[src/rtl/dmem_responder.sv]
// Single-port word memory behind a valid/ready request/response handshake.
// Each request waits WAIT_CYCLES edges, then the response is held until the initiator consumes it.
module dmem_responder #(
    parameter int DEPTH       = 64,
    parameter int WAIT_CYCLES = 2
) (
    input  logic        clk,
    input  logic        reset,
    input  logic        req_valid,
    output logic        req_ready,
    input  logic        req_write,
    input  logic [15:0] req_addr,
    input  logic [15:0] req_wdata,
    output logic        resp_valid,
    input  logic        resp_ready,
    output logic [15:0] resp_rdata,
    output logic        resp_err
);

    localparam int          AW        = (DEPTH > 1) ? $clog2(DEPTH) : 1;
    localparam logic [16:0] DEPTH_W   = 17'(DEPTH);
    localparam logic [3:0]  WAIT_INIT = (WAIT_CYCLES > 0) ? 4'(WAIT_CYCLES - 1) : 4'd0;

    typedef enum logic [1:0] {
        ST_IDLE = 2'd0,
        ST_WAIT = 2'd1,
        ST_RESP = 2'd2
    } state_t;

    state_t       state_q, state_d;
    logic [3:0]   cnt_q, cnt_d;
    logic         write_q, write_d;
    logic [15:0]  addr_q, addr_d;
    logic [15:0]  wdata_q, wdata_d;
    logic [15:0]  rdata_q, rdata_d;
    logic         err_q, err_d;
    logic         valid_q, valid_d;
    logic [15:0]  mem_q [DEPTH];
    logic [15:0]  mem_d [DEPTH];

    logic         commit_s;
    logic         c_write_s;
    logic [15:0]  c_addr_s;
    logic [15:0]  c_wdata_s;
    logic         in_range_s;
    logic [AW-1:0] idx_s;

    // Next-state, request latching and the commit of the access on entry to RESP.
    always_comb begin
        state_d   = state_q;
        cnt_d     = cnt_q;
        write_d   = write_q;
        addr_d    = addr_q;
        wdata_d   = wdata_q;
        rdata_d   = rdata_q;
        err_d     = err_q;
        mem_d     = mem_q;
        commit_s  = 1'b0;
        c_write_s = write_q;
        c_addr_s  = addr_q;
        c_wdata_s = wdata_q;

        case (state_q)
            ST_IDLE: begin
                if (req_valid) begin
                    write_d   = req_write;
                    addr_d    = req_addr;
                    wdata_d   = req_wdata;
                    // With zero wait states the access commits on the acceptance edge itself.
                    c_write_s = req_write;
                    c_addr_s  = req_addr;
                    c_wdata_s = req_wdata;
                    if (WAIT_CYCLES > 0) begin
                        state_d = ST_WAIT;
                        cnt_d   = WAIT_INIT;
                    end else begin
                        state_d  = ST_RESP;
                        commit_s = 1'b1;
                    end
                end else begin
                    state_d = ST_IDLE;
                end
            end
            ST_WAIT: begin
                if (cnt_q == 4'd0) begin
                    state_d  = ST_RESP;
                    commit_s = 1'b1;
                end else begin
                    cnt_d = cnt_q - 4'd1;
                end
            end
            ST_RESP: begin
                if (resp_ready) begin
                    state_d = ST_IDLE;
                end else begin
                    state_d = ST_RESP;
                end
            end
            default: begin
                state_d = ST_IDLE;
            end
        endcase

        in_range_s = ({1'b0, c_addr_s} < DEPTH_W);
        idx_s      = c_addr_s[AW-1:0];

        if (commit_s) begin
            err_d = ~in_range_s;
            if (in_range_s && !c_write_s) begin
                rdata_d = mem_q[idx_s];
            end else begin
                rdata_d = 16'd0;
            end
            if (in_range_s && c_write_s) begin
                mem_d[idx_s] = c_wdata_s;
            end else begin
                mem_d[idx_s] = mem_q[idx_s];
            end
        end else begin
            err_d = err_q;
        end

        valid_d = (state_d == ST_RESP);
    end

    // State, latched request, response registers and memory array.
    always_ff @(posedge clk or negedge reset) begin
        if (!reset) begin
            state_q <= ST_IDLE;
            cnt_q   <= 4'd0;
            write_q <= 1'b0;
            addr_q  <= 16'd0;
            wdata_q <= 16'd0;
            rdata_q <= 16'd0;
            err_q   <= 1'b0;
            valid_q <= 1'b0;
            for (int i = 0; i < DEPTH; i++) begin
                mem_q[i] <= 16'd0;
            end
        end else begin
            state_q <= state_d;
            cnt_q   <= cnt_d;
            write_q <= write_d;
            addr_q  <= addr_d;
            wdata_q <= wdata_d;
            rdata_q <= rdata_d;
            err_q   <= err_d;
            valid_q <= valid_d;
            for (int i = 0; i < DEPTH; i++) begin
                mem_q[i] <= mem_d[i];
            end
        end
    end

    // Ready is the IDLE decode, held low while reset is asserted.
    assign req_ready  = (state_q == ST_IDLE) && reset;
    assign resp_valid = valid_q;
    assign resp_rdata = rdata_q;
    assign resp_err   = err_q;

endmodule

[config.mk]
export PLATFORM = sky130hd
export DESIGN_NAME = dmem_responder
export DESIGN_NICKNAME = d
export VERILOG_FILES = /design/src/rtl/dmem_responder.sv
export SDC_FILE = /design/constraint.sdc
export NUM_CORES = 2
export LEC_CHECK = 0
export ABC_CLOCK_PERIOD_IN_PS = 3750
export CAP_MARGIN = 20
export CORE_MARGIN = 2
export CORE_UTILIZATION = 60
export CTS_CLUSTER_SIZE = 24
export DETAILED_ROUTE_END_ITERATION = 8
export PLACE_DENSITY_LB_ADDON = 0.1
export SLEW_MARGIN = 20
export SYNTH_ARGS = -nofsm -noshare
export SYNTH_HDL_FRONTEND = slang
export SYNTH_SLANG_ARGS = --single-unit
export TNS_END_PERCENT = 10
[constraint.sdc]
create_clock -name clk -period 3.75 [get_ports clk]
set_input_delay 0.75 -clock clk [delete_from_list [all_inputs] [get_ports clk]]
set_output_delay 0.75 -clock clk [all_outputs]
set_load 0.05 [all_outputs]
# Word level (Yosys, flattened, before mapping)
# Cells that the tools add are included.
[word_totals]
output_inout_bits = 19
ram_bits = 0
latch_bits = 0
rom_bits = 0
mem_count = 0
regBits = 1081
in_bits = 37
word_cells = 116
[classes]
n_bitwise = 2
n_lt_le_gt_ge = 3
add_sub_neg = 1
eq_ne = 5
n_div = 0
multipliers = 0
reduce_logical = 9
n_mux = 24
n_shift = 0
[ops]
columns = ["cell", "n"]
rows = [
  ["bitwise mux 1024 bit", 2],
  ["two-way mux 1024 bit", 1],
  ["two-way mux 16 bit", 8],
  ["binary-select mux 16 bit (select 6 bit)", 1],
  ["demux 16 bit (select 6 bit)", 1],
  ["less-than comparator 16 x 7 -> 1 bit (second input constant)", 1],
  ["two-way mux 4 bit", 2],
  ["one-hot mux 4 bit (2 select lines)", 1],
  ["greater-or-equal comparator 7 bit (second input constant)", 1],
  ["less-than comparator 7 x 1 -> 1 bit (second input constant)", 1],
  ["inverter 6 -> 7 bit", 1],
  ["one-hot mux 2 bit (3 select lines)", 1],
  ["two-way mux 1 bit", 5],
  ["equality test 2 bit (second input constant)", 2],
  ["logical AND 1 bit", 4],
  ["logical NOT 4 bit", 1],
  ["two-way mux 2 bit", 2],
  ["!= test 2 bit (second input constant)", 2],
  ["subtractor 4 x 1 -> 4 bit (second input constant)", 1],
  ["AND reduction 3 bit", 1],
  ["equality test 2 x 1 -> 1 bit (second input constant)", 1],
  ["logical NOT 2 bit", 1],
  ["nonzero test 2 bit", 1],
  ["logical NOT 1 bit", 1],
  ["inverter 1 bit", 1],
]

# Longest topological paths before layout
[depth]
depth_word = 9
mapped_depth = 15
ltp_nobuf = 9

# Worst setup path before layout
# OpenSTA, ideal clock, no wires.
[synth_timing]
kind = "in2reg"
start = "input req_valid"
end = "register mem_q[139] (netlist name)"
t_arrival_ns = 3.535
path_buffers = 4
setup_time_ns = 0.132
required_ns = 3.618
path_slack_ns = 0.082
cell_stages = 12
cell_sequence = "nor3b_1 -> buf_2 -> buf_4 -> clkbuf_1 -> mux2_2 -> a2111oi_0 -> o211ai_1 -> a22oi_1 -> nand4_1 -> mux2i_1 -> clkbuf_2 -> o21ai_0"
[synth_via]
elab_chain_len = 9
elab_cells_between_ends = 20
cone_classes = "order compare: 3; mux: 14; bitwise: 1; reduce/logical: 2"
[synth_rtl]
columns = ["element", "line", "rtl"]
rows = [
  ["from (decl)", "9", "input logic req_valid,"],
  ["two-way mux 16 bit", "65", "if (req_valid) begin"],
  ["two-way mux 16 bit", "63", "case (state_q)"],
  ["inverter 6 -> 7 bit (implied by the code)", "115, 117", ""],
  ["greater-or-equal comparator 7 bit (implied by the code) or less-than comparator 7 x 1 -> 1 bit (tied branches)", "115, 117", ""],
  ["logical AND 1 bit (implied by the code)", "115, 117", ""],
  ["two-way mux 16 bit (implied by the code)", "115, 117", ""],
  ["demux 16 bit (select 6 bit)", "115, 117", ""],
  ["bitwise mux 1024 bit, on equally long branches", "117, 115", ""],
  ["two-way mux 1024 bit (*)", "114", "if (in_range_s && c_write_s) begin"],
  ["to (signal, indexed assignment)", "150", "mem_q[i] <= mem_d[i];"],
  ["to (decl)", "38", "logic [15:0] mem_q [DEPTH];"],
]
# Every way passes the cells marked *; elsewhere a longest branch is shown, timed or not. The select of a mux whose other input is x is not followed.
# A chain may end at the register's enable or synchronous reset.

# Worst setup path in the final report
[layout_timing]
start = "register state_q[1]"
end = "register mem_q[576] (netlist name)"
[layout_via]
elab_chain_len = 9
elab_cells_between_ends = 20
cone_classes = "order compare: 3; eq/ne: 1; mux: 12; bitwise: 1; reduce/logical: 3"
[layout_rtl]
columns = ["element", "line", "rtl"]
rows = [
  ["from (decl)", "30", "state_t state_q, state_d;"],
  ["from (signal assigned)", "141", "state_q <= state_d;"],
  ["logical NOT 2 bit", "63", ""],
  ["two-way mux 16 bit", "63", ""],
  ["inverter 6 -> 7 bit (implied by the code)", "115, 117", ""],
  ["greater-or-equal comparator 7 bit (implied by the code) or less-than comparator 7 x 1 -> 1 bit (tied branches)", "115, 117", ""],
  ["logical AND 1 bit (implied by the code)", "115, 117", ""],
  ["two-way mux 16 bit (implied by the code)", "115, 117", ""],
  ["demux 16 bit (select 6 bit)", "115, 117", ""],
  ["bitwise mux 1024 bit, on equally long branches", "117, 115", ""],
  ["two-way mux 1024 bit", "114", ""],
]
# Parallel ways exist; a longest one is shown, timed or not. The select of a mux whose other input is x is not followed.

==> run_results.csv <==
group,metric,value,unit
run_status,outcome,"complete, but fails checks",
run_status,violations,"negative setup slack",
setup_path,path_common_cell,"buf_4",
power_and_ir_drop,p_per_area,645.6,nW/um^2
setup_path,crit_start,"state_q[1]",
yosys,ys_async_sr_fraction,100.0,%
yosys,ys_seq_area_share,50.12,%
sta,maxSlewViolCount,0,
global_routing,grt_pass1_wl,294.7,mm
power_and_ir_drop,intPower,26.96,mW
cts,clk_root_buffer_cell,"clkbuf_16",
flow_run,max-cap-violations,0,
yosys,avgSynthCellArea,9.503,um^2
cells_and_area,nFillCells,5961,
yosys,ys_warn_count,0,
detailed_routing,drtIter0Drc,7050,
global_routing,grt_max_degree,204,
detailed_routing,vias,50520,
power_and_ir_drop,switching_power,17.50,mW
yosys,synth_seq_cells,1081,
cells_and_area,final_common_cell,"dfrtp_1",
power_and_ir_drop,p_seq_share,30.5,%
cts,worst_skew_pair.late_latency,0.72,ns
setup_path,cp_cell_sequence,"or3b_4, mux2_4, buf_4, a2111oi_4, o211ai_1, a22oi_1, nand4_1, buf_4, mux2i_4, buf_12, clkbuf_16, o21ai_0",
cells_and_area,drive_gt1_share,22.51,%
die,initial_core_util,60.24,%
sta,setup_ws,-0.4184,ns
yosys,synthCells,5680,
setup_path,timing.rr.end,"mem_q[576]",
sta,relSlewSlack,21.32,%
yosys,ys_types,67,
detailed_routing,drc,0,
die,fp-row-count,110,
cts,numCtsBuffers,112,
die,die_area,92370,um^2
setup_path,reg2reg_from,"state_q[1]",
placed_design,placedCellCount,7105,
cells_and_area,final_cells,7443,
cells_and_area,final_area,68870,um^2
die,die_w,303.9,um
sta,tightest_slew,1.147,ns
sta,layout_min_cycle_time,4.168,ns
yosys,synth_area,53970,um^2
cts,clk_pin_slew,0.07,ns
yosys,syn_nets,5719,
global_routing,first_global_vias,48580,
detailed_routing,wire_per_inst,27.08,um
placed_design,detailed_place.area,61760,um^2
detailed_routing,wirelength,201.5,mm
power_and_ir_drop,p_leak,29.00,nW
die,ios,56,
setup_path,cp.arrival,4.74,ns
power_and_ir_drop,vdd_drop_max,0.9594,mV
detailed_routing,ant_nets,0,
power_and_ir_drop,sw_frac_of_total,39.36,%
cts,cts_tree,"built",
cells_and_area,final_cell_mix,"dfrtp_1, nand2_1, o21ai_0, buf_4, nor2_1",
die,core,89600,um^2
setup_path,startpoint_type,"flip-flop",
placed_design,gp_congestion,0.9699,
setup_path,r2r_setup_slack,-0.42,ns
cts,cts_max_path_buffers,3,
global_routing,track_usage,41.22,%
setup_path,critical_path_class,"flip-flop to flip-flop",
power_and_ir_drop,clockPowerShare,27.2,%
sta,finalClockSkew,0.02418,ns
placed_design,post-dp-hpwl,121.9,mm
yosys,synth_edf_count,0,
setup_path,crit_slowest_cell,"or3b_4",
sta,setup_tns,-103.25,ns
setup_path,crit_cells,12,
yosys,ys.flop_type,"dfrtp_1",
setup_path,path_buf_inv,4,
cells_and_area,final_net_count,6203,
sta,final-setup-viol-count,906,
hold_path,hp-start,"addr_q[14]",
setup_path,cp.required,4.33,ns
die,die_y,303.9,um
cts,cts_htree_levels,3,
sta,fin_crit_sh,111.2,%
global_routing,grt_antenna_before_repair,9,
hold_path,min_to,"addr_q[14]",
sta,rsz0062_at_grt,"yes",
placed_design,post-place-ws,-1.403,ns
setup_path,cp-end-kind,"flip-flop",
setup_path,reg2reg_depth,12,
sta,finalHoldViolCount,0,
setup_path,crit_family,"compound AO/OA/AOI/OAI gates",
sta,clock.fmax,239.9,MHz
cells_and_area,area_growth,27.60,%
power_and_ir_drop,comb_power_share,42.3,%
setup_path,cp_max_fo,8,
global_routing,grt-ovfl-total,0,
detailed_routing,viasPerCell,6.787,
hold_path,hp-class,"flip-flop to flip-flop",
cts,clkSinkCount,1081,
hold_path,hold_depth,2,
detailed_routing,drt-pass1-iter-count,6,
power_and_ir_drop,p_total,44.46,mW
setup_path,critical-path-max-stage-delay,0.47,ns
placed_design,port_buffers,55,
[state kept, by name, indices dropped and copies added, names as in the netlist]
signal and count:
mem_q 1024, addr_q 16, resp_rdata 16, wdata_q 16, cnt_q 4, state_q 2, resp_err 1, resp_valid 1
write_q 1
[worst max-delay path by stage]
stage	to
after floorplan	mem_q[139]
after global placement	mem_q[720]
after detailed placement	mem_q[880]
after CTS	mem_q[880]
after global routing	mem_q[576]
final	mem_q[576]
[worst reg2reg max path, stage by stage, from the launching register on]
cell and delay, ns:
dfrtp_2 0.45, or3b_4 0.47, mux2_4 0.45, buf_4 0.27, a2111oi_4 0.40, o211ai_1 0.32, a22oi_1 0.26, nand4_1 0.36
buf_4 0.29, mux2i_4 0.17, buf_12 0.25, clkbuf_16 0.24, o21ai_0 0.12
[power by group through the flow]
| stage | Clock [mW] | Sequential [mW] | Combinational [mW] |
|---|---|---|---|
| after floorplan | 0 | 13.5 | 8.83 |
| after global placement | 0 | 13.7 | 16.3 |
| after detailed placement | 0 | 13.7 | 16.5 |
| after CTS | 12.1 | 13.5 | 17.4 |
| after global routing | 12.6 | 13.7 | 19.4 |
| final | 12.1 | 13.6 | 18.8 |
[area by class of cell]
cell class	instances	area [um^2]	share of cell area (%)
sequential	1081	27060	39.30
timing repair buffer	938	10590	15.37
multi-input combinational	4013	25670	37.27
clock buffer	154	3252	4.722
tap	1176	1471	2.136
antenna	8	20.02	0.02907
clock inverter	55	745.7	1.083
inverter	18	67.56	0.09810
[Yosys cell counts (all sizes together) (4+ instances only)]
master   instances  share of area [%]
nand2         1023                7.1
nand4          172                2.0
a222oi           6               0.11
a22o            42               0.68
o21ai          862                8.0
nor4b          104                1.7
buf            134                1.4
nor3             7              0.065
a221oi          27               0.44
a211oi          10               0.14
nor4            16               0.21
o221ai          22               0.36
nand3           15               0.14
or3              4              0.046
a31oi            7              0.093
mux2i          226                4.3
o22ai           46               0.53
and2             9               0.10
mux2           107                2.2
a21oi          221                2.5
clkbuf         434                3.2
mux4            16               0.67
inv             16               0.11
a22oi          236                3.3
o31ai           11               0.17
nor4bb          98                1.8
a2111oi         81                1.3
nor2           308                2.1
o2111ai         11               0.18
o211ai          81                1.1
nor3b           12               0.17
nor2b           10               0.12
nand2b          26               0.30
dfrtp         1081                 50
nand3b           8               0.11
nand4b         166                2.7
[timing repair]
action                                 in CTS  in global routing
endpoints found under the hold margin      33                  0
hold buffers                                1                  0
gates cloned                               15                 27
gates resized for setup                   177                197
pin swaps                                  15                 36
setup endpoints to repair                 962                954
setup buffers                              37                 47
[per-stage QoR]
stage	util [%]	hold WS [ns]
after floorplan	-	0.4339
after global placement	68.91	0.4570
after detailed placement	68.93	0.4632
after CTS	74.93	0.4786
after global routing	76.85	0.5000
final	76.87	0.4791
[layer usage]
| metal | wire (um) | up-vias | global-route usage (%) |
|---|---|---|---|
| met5 | 0 | - | 0 |
| li1 | - | 21730 | - |
| met4 | 11890 | 0 | 20.09 |
| met1 | 76070 | 25000 | 56.21 |
| met3 | 25410 | 673 | 9.959 |
| met2 | 88150 | 3108 | 62.22 |
[logic make-up (layout without fill, tap and decap cells)]
group / Yosys count / count (layout) / synth area share [%]
other cells: 0 / 8 / 0
xor+xnor: 2 / 2 / 0.03246
fa+ha+maj: 2 / 2 / 0.04636
simple gates: 1987 / 1987 / 18.84
flops: 1081 / 1081 / 50.12
mux: 349 / 349 / 7.226
compound gates: 1673 / 1673 / 19.08
buf+inv: 586 / 1165 / 4.662
(Power assumes the default switching activity.)
